## config.mk

```make
export PLATFORM = sky130hd
export DESIGN_NAME = diff_phase_disc
export DESIGN_NICKNAME = d
export VERILOG_FILES = /design/src/rtl/iq_demod_pkg.sv /design/src/rtl/diff_phase_disc_chip_integrator.sv /design/src/rtl/diff_phase_disc.sv
export SDC_FILE = /design/constraint.sdc
export NUM_CORES = 1
export LEC_CHECK = 0
export ABC_AREA = 1
export BUFFER_PORTS_ARGS = -buffer_cell sky130_fd_sc_hd__buf_2
export CORE_ASPECT_RATIO = 0.9
export CORE_MARGIN = 5
export CORE_UTILIZATION = 56
export CTS_BUF_LIST = sky130_fd_sc_hd__clkbuf_8 sky130_fd_sc_hd__clkbuf_16
export DETAILED_ROUTE_END_ITERATION = 7
export GPL_TIMING_DRIVEN = 0
export PLACE_DENSITY = 0.79
export RECOVER_POWER = 50
export SYNTH_ARGS = -nofsm -noshare
export SYNTH_HDL_FRONTEND = slang
export SYNTH_SLANG_ARGS = --single-unit
```

## constraint.sdc

```tcl
create_clock -name clk -period 4.4 [get_ports clk]
set_clock_uncertainty 0.1 [all_clocks]
set_input_delay 0.22 -clock clk [delete_from_list [all_inputs] [get_ports clk]]
set_output_delay 0.22 -clock clk [all_outputs]
set_load 0.005 [all_outputs]
```

## src/rtl/iq_demod_pkg.sv

```systemverilog
// Types and default widths shared by the I/Q demodulator datapath blocks.
package iq_demod_pkg;

    function automatic int acc_width(input int dw, input int osr);
        return 2 * dw + $clog2(osr);
    endfunction

    localparam int DEF_DW           = 5;
    localparam int DEF_OSR          = 4;
    localparam int DEF_PAIR_TIMEOUT = 3;
    localparam int ACC_W            = acc_width(DEF_DW, DEF_OSR);

    typedef enum logic [2:0] {
        IDLE   = 3'd0,
        WAIT_I = 3'd1,
        WAIT_Q = 3'd2,
        MUL1   = 3'd3,
        MUL2   = 3'd4
    } disc_state_t;

endpackage

```

## src/rtl/diff_phase_disc_chip_integrator.sv

```systemverilog
// Sums OSR discriminator values per chip window and slices the sum into a hard chip.
module chip_integrator
    import iq_demod_pkg::*;
#(
    parameter int DW  = DEF_DW,
    parameter int OSR = DEF_OSR,
    parameter int AW  = ACC_W
) (
    input  logic                   clk,
    input  logic                   resetn,
    input  logic signed [2*DW-1:0] disc_in,
    input  logic                   disc_valid,
    input  logic                   align,
    output logic                   chip_out,
    output logic                   chip_valid
);
    localparam int CW = $clog2(OSR);

    logic signed [AW-1:0] acc_q, acc_d, sum_s, disc_ext_s;
    logic [CW-1:0]        cnt_q, cnt_d;
    logic                 chip_out_q, chip_out_d;
    logic                 chip_valid_q, chip_valid_d;

    // Window accumulation, align restart and end-of-window slicing.
    always_comb begin
        disc_ext_s   = AW'(disc_in);
        sum_s        = acc_q + disc_ext_s;
        acc_d        = acc_q;
        cnt_d        = cnt_q;
        chip_out_d   = chip_out_q;
        chip_valid_d = 1'b0;
        if (align) begin
            // A sample arriving with align opens the new window instead of being lost.
            if (disc_valid) begin
                acc_d = disc_ext_s;
                cnt_d = CW'(1);
            end else begin
                acc_d = '0;
                cnt_d = '0;
            end
        end else if (disc_valid) begin
            if (cnt_q == CW'(OSR - 1)) begin
                chip_out_d   = ~sum_s[AW-1];
                chip_valid_d = 1'b1;
                acc_d        = '0;
                cnt_d        = '0;
            end else begin
                acc_d = sum_s;
                cnt_d = cnt_q + CW'(1);
            end
        end else begin
            acc_d = acc_q;
        end
    end

    // State and output registers.
    always_ff @(posedge clk or negedge resetn) begin
        if (!resetn) begin
            acc_q        <= '0;
            cnt_q        <= '0;
            chip_out_q   <= 1'b0;
            chip_valid_q <= 1'b0;
        end else begin
            acc_q        <= acc_d;
            cnt_q        <= cnt_d;
            chip_out_q   <= chip_out_d;
            chip_valid_q <= chip_valid_d;
        end
    end

    assign chip_out   = chip_out_q;
    assign chip_valid = chip_valid_q;

endmodule

```

## src/rtl/diff_phase_disc.sv

```systemverilog
// Pairs filtered I/Q samples, forms Q[n]*I[n-1] - I[n]*Q[n-1] on one shared multiplier
// over two cycles, and hands each discriminator value to the chip integrator.
module diff_phase_disc
    import iq_demod_pkg::*;
#(
    parameter int DW           = DEF_DW,
    parameter int OSR          = DEF_OSR,
    parameter int PAIR_TIMEOUT = DEF_PAIR_TIMEOUT
) (
    input  logic                   clk,
    input  logic                   resetn,
    input  logic signed [DW-1:0]   i_in,
    input  logic                   i_valid,
    input  logic signed [DW-1:0]   q_in,
    input  logic                   q_valid,
    input  logic                   align,
    output logic signed [2*DW-1:0] disc_out,
    output logic                   disc_valid,
    output logic                   chip_out,
    output logic                   chip_valid,
    output logic                   pair_err
);
    localparam int PW = 2 * DW;
    localparam int TW = $clog2(PAIR_TIMEOUT + 1);

    disc_state_t          state_q, state_d;
    logic signed [DW-1:0] i_cur_q, i_cur_d, q_cur_q, q_cur_d;
    logic signed [DW-1:0] i_prev_q, i_prev_d, q_prev_q, q_prev_d;
    logic signed [DW-1:0] mul_a_s, mul_b_s;
    logic signed [PW-1:0] prod_s, p1_q, p1_d, disc_q, disc_d;
    logic [TW-1:0]        tmo_q, tmo_d;
    logic                 primed_q, primed_d;
    logic                 disc_valid_q, disc_valid_d;
    logic                 pair_err_q, pair_err_d;
    logic                 strobe_s;

    // Shared multiplier: MUL1 forms q_cur*i_prev, every other state i_cur*q_prev.
    always_comb begin
        if (state_q == MUL1) begin
            mul_a_s = q_cur_q;
            mul_b_s = i_prev_q;
        end else begin
            mul_a_s = i_cur_q;
            mul_b_s = q_prev_q;
        end
        prod_s   = PW'(mul_a_s) * PW'(mul_b_s);
        strobe_s = i_valid | q_valid;
    end

    // Pairing FSM and discriminator datapath next-state.
    always_comb begin
        state_d      = state_q;
        i_cur_d      = i_cur_q;
        q_cur_d      = q_cur_q;
        i_prev_d     = i_prev_q;
        q_prev_d     = q_prev_q;
        p1_d         = p1_q;
        disc_d       = disc_q;
        tmo_d        = tmo_q;
        primed_d     = primed_q;
        disc_valid_d = 1'b0;
        pair_err_d   = 1'b0;
        case (state_q)
            IDLE: begin
                tmo_d = '0;
                if (i_valid && q_valid) begin
                    i_cur_d = i_in;
                    q_cur_d = q_in;
                    state_d = MUL1;
                end else if (i_valid) begin
                    i_cur_d = i_in;
                    state_d = WAIT_Q;
                end else if (q_valid) begin
                    q_cur_d = q_in;
                    state_d = WAIT_I;
                end else begin
                    state_d = IDLE;
                end
            end
            WAIT_Q: begin
                // With both strobes present the newest I pairs with the arriving Q.
                if (q_valid) begin
                    q_cur_d = q_in;
                    i_cur_d = i_valid ? i_in : i_cur_q;
                    state_d = MUL1;
                end else if (i_valid) begin
                    i_cur_d = i_in;
                    tmo_d   = '0;
                end else if (tmo_q == TW'(PAIR_TIMEOUT - 1)) begin
                    pair_err_d = 1'b1;
                    state_d    = IDLE;
                end else begin
                    tmo_d = tmo_q + TW'(1);
                end
            end
            WAIT_I: begin
                if (i_valid) begin
                    i_cur_d = i_in;
                    q_cur_d = q_valid ? q_in : q_cur_q;
                    state_d = MUL1;
                end else if (q_valid) begin
                    q_cur_d = q_in;
                    tmo_d   = '0;
                end else if (tmo_q == TW'(PAIR_TIMEOUT - 1)) begin
                    pair_err_d = 1'b1;
                    state_d    = IDLE;
                end else begin
                    tmo_d = tmo_q + TW'(1);
                end
            end
            MUL1: begin
                p1_d       = prod_s;
                pair_err_d = strobe_s;
                state_d    = MUL2;
            end
            MUL2: begin
                pair_err_d = strobe_s;
                i_prev_d   = i_cur_q;
                q_prev_d   = q_cur_q;
                primed_d   = 1'b1;
                // The first pair after reset only seeds the previous sample.
                if (primed_q) begin
                    disc_d       = p1_q - prod_s;
                    disc_valid_d = 1'b1;
                end else begin
                    disc_d = disc_q;
                end
                state_d = IDLE;
            end
            default: begin
                state_d = IDLE;
            end
        endcase
    end

    // Pairing FSM, datapath and output registers.
    always_ff @(posedge clk or negedge resetn) begin
        if (!resetn) begin
            state_q      <= IDLE;
            i_cur_q      <= '0;
            q_cur_q      <= '0;
            i_prev_q     <= '0;
            q_prev_q     <= '0;
            p1_q         <= '0;
            disc_q       <= '0;
            tmo_q        <= '0;
            primed_q     <= 1'b0;
            disc_valid_q <= 1'b0;
            pair_err_q   <= 1'b0;
        end else begin
            state_q      <= state_d;
            i_cur_q      <= i_cur_d;
            q_cur_q      <= q_cur_d;
            i_prev_q     <= i_prev_d;
            q_prev_q     <= q_prev_d;
            p1_q         <= p1_d;
            disc_q       <= disc_d;
            tmo_q        <= tmo_d;
            primed_q     <= primed_d;
            disc_valid_q <= disc_valid_d;
            pair_err_q   <= pair_err_d;
        end
    end

    assign disc_out   = disc_q;
    assign disc_valid = disc_valid_q;
    assign pair_err   = pair_err_q;

    chip_integrator #(
        .DW  (DW),
        .OSR (OSR),
        .AW  (acc_width(DW, OSR))
    ) u_chip_integrator (
        .clk        (clk),
        .resetn     (resetn),
        .disc_in    (disc_q),
        .disc_valid (disc_valid_q),
        .align      (align),
        .chip_out   (chip_out),
        .chip_valid (chip_valid)
    );

endmodule

```

==> impl_metrics.ini <==
[placed_design]
gp_congestion = 0.879
place_hpwl_um = 7540
place_area_um2 = 5040
io_buffers = 28

[setup_path]
setup.worst_path.end = disc_out[8]
cp_slowest_cell = fa_1
cpLargestDelayFamily = adder cells
path_max_fanout = 10
rr_endpoint = disc_out[8]
worstSetupPathType = reg -> reg
start_kind = flip-flop
r2r-start = state_q[1]
required_ns = 4.54
worst-path-stages = 25
r2r_slack_ns = -0.40
timing.critical_path.mode_cell = nand2_1
cp-end-kind = flip-flop
cp-startpoint = state_q[1]
cp_data_arrival_time_ns = 4.94
cp_num_buf_inv = 6
r2r_cells = 25
critPathMaxStageDelay_ns = 0.54

[logic_synthesis]
yosys_register_bits = 64
synth_nets = 663
ys.flop_type = dfrtp_1
async_reset_ff_share_pct = 100
synthTopCellsByArea = dfrtp_1 (34%), nand2_1 (12%), ha_1 (10%), fa_1 (8.2%), inv_1 (7.2%)
synth_top_area_cell = dfrtp_1
seq_area_frac_synth_pct = 34.5
ys_types = 40
synth_edf_count = 0
avgSynthCellArea_um2 = 7.86
syn-cell-area_um2 = 4650
yosys_warnings = 0
synth_top_cell_area_share_pct = 34.5
synthCells = 591

[finish]
n_antenna_cell = 0
regArea_um2 = 1600
final_common_cell = nand2_1
finalInstanceArea_um2 = 5400
fillers = 643
drive_gt1_share_pct = 16.3
final_cell_mix = nand2_1 (144), inv_1 (83), dfrtp_1 (62)
final_nets = 710
multiInputGateArea_um2 = 2820
area_growth_pct = 16.2

[run_status]
status = finished with violations
violations = negative setup slack

[die]
dieHeight_um = 96.4
row_count = 31
die_area_um2 = 10200
io_pins = 29
coreArea_um2 = 8070
initial_core_util_pct = 57.6
die_w_um = 106

[detailed_routing]
final_antenna_net_count = 0
drc = 0
num_vias = 4007
firstDrtPassIters = 4
drt_iter0_drc = 141
wl_per_cell_um = 13.2
routed_wl_um = 9800
viasPerCell = 5.40

[clock_tree]
cts_htree_levels = 3
clk_path_buf_depth = 2
cts_root_buf = clkbuf_8
clk_latency_ns = 0.35
numCtsBuffers = 9
cts.clk_slew.worst_paths_ns = 0.08
clock_sinks = 64
cts_tree = done

[global_route]
antenna_found_initial = 0
grt_pass1_wl_um = 17300
gr-total-overflow = 0
grt_max_degree = 65
grt_usage_pct = 21.1
grt_pass1_vias = 3931

[sta]
setup_viol = 3
rsz0062_at_grt = true
slew_headroom_pct = 47.2
fmax_mhz = 208
period_minus_slack_ns = 4.80
fin_ws_ns = -0.399
finalHoldViolCount = 0
tightest_slew_ns = 0.792
finalCritPeriodShare_pct = 109
finalMaxSlewViolations = 0

[run]
maxCapViolCount = 0

[worst_hold_path]
hp-class = in -> reg
==> cell families (layout without fill, tap and decap cells) <==
group | after synthesis | after routing | synth area share [%]
flops | 64 | 64 | 34.5
mux | 1 | 1 | 0.215
buf+inv | 98 | 150 | 8.40
simple gates | 255 | 255 | 22.7
compound gates | 101 | 101 | 13.0
fa+ha+maj | 57 | 57 | 18.4
xor+xnor | 15 | 15 | 2.83
==> cell type report <==
type                            count  share of cell area, %
Sequential cell                    64                   29.7
Multi-Input combinational cell    429                   52.2
Timing Repair Buffer               36                   3.80
Clock buffer                       10                   2.55
Buffer                              7                  0.927
Tap cell                           99                   2.29
Clock inverter                      6                   2.13
Inverter                           91                   6.42
==> worst reg2reg max path, stage by stage, from the launching register on <==
cell      delay (ns)
dfrtp_2         0.39
nand2_2         0.07
nor2_4          0.18
inv_6           0.09
buf_6           0.16
nand2_2         0.07
o21ai_4         0.06
inv_2           0.09
nor2_4          0.06
fa_1            0.54
inv_1           0.05
fa_1            0.47
fa_1            0.51
inv_1           0.06
ha_4            0.26
nand2_1         0.06
nand2_1         0.06
a31oi_1         0.17
xor2_1          0.21
ha_1            0.31
nand2_1         0.08
inv_1           0.06
a221oi_2        0.26
nand3_1         0.13
nand3_1         0.12
nand2_1         0.06
==> per-layer routing <==
| layer | GRT usage, % | part of all wire (%) | vias to the layer above |
|---|---|---|---|
| met4 | 7.34 | 1.5 | 0 |
| met1 | 26.6 | 46 | 1897 |
| met2 | 36.2 | 48 | 88 |
| li1 | - | - | 2005 |
| met3 | 4.65 | 3.7 | 17 |
| met5 | 0 | 0 | - |
==> worst min-delay path by stage <==
| stage | startpoint | to | slack (ns) | depth (start not counted) |
|---|---|---|---|---|
| 2_1_floorplan | resetn | asynchronous set/reset pin | -0.18 | 0 |
| 3_3_place_gp | q_in[2] | q_cur_q[2] | 0.37 | 3 |
| 3_5_place_dp | resetn | p1_q[4] | 0.26 | 1 |
| 4_1_cts | i_in[2] | flip-flop | 0.002 | 3 |
| 5_1_grt | i_in[3] | flip-flop | 0.02 | 3 |
| 6_report | i_in[2] | flip-flop | 0.01 | 3 |
==> flip-flops by register name (all words and copies together), names as in the netlist, named ones only <==
name,count
u_chip_integrator.cnt_q,2
q_prev_q,5
p1_q,10
i_cur_q,1
u_chip_integrator.chip_out,1
tmo_q,2
i_prev_q,5
q_cur_q,5
state_q,3
disc_valid,1
u_chip_integrator.chip_valid,1
u_chip_integrator.acc_q,12
pair_err,1
primed_q,1
disc_out,10
==> repair_timing <==
| item | in CTS | in global routing |
|---|---|---|
| gates resized for setup | 6 | 7 |
| hold buffers | 1 | 0 |
| cloned | 0 | 0 |
| pin swaps | 4 | 2 |
| endpoints found under the setup margin | 5 | 5 |
| setup buffers | 7 | 0 |
| endpoints found under the hold margin | 64 | 0 |
==> cell usage after synthesis, types with 2 or more instances <==
| cell | n |
|---|---|
| fa_1 | 19 |
| a21o_1 | 4 |
| nand2_2 | 2 |
| ha_1 | 38 |
| nand3_1 | 38 |
| o221ai_1 | 2 |
| clkbuf_1 | 3 |
| buf_6 | 2 |
| o21bai_1 | 2 |
| nand4_1 | 3 |
| a31oi_1 | 3 |
| xor2_1 | 10 |
| a21oi_1 | 29 |
| dfrtp_1 | 64 |
| nor2_1 | 56 |
| o211ai_1 | 5 |
| o21ai_0 | 35 |
| o21ai_2 | 9 |
| o21ai_1 | 2 |
| inv_1 | 89 |
| xnor2_1 | 5 |
| o22ai_1 | 4 |
| nand2_1 | 147 |
| nor3_1 | 4 |
==> per-stage QoR <==
stage	TNS [ns]	hold slack [ns]	setup WS, ns	cells	util [%]
floorplan	-0.345	-0.176	-0.199	591	-
global placement	-1.60	0.365	-0.566	718	62.5
detailed placement	-2.10	0.263	-0.633	718	62.5
CTS	-1.09	0.00246	-0.395	742	66.7
global route	-2.01	0.0160	-0.695	742	66.9
finish	-1.04	0.0149	-0.399	742	66.9
Power is left out: the tool's default activity adds up to more than one toggle a clock period on the data nets, which glitch-free logic cannot reach.
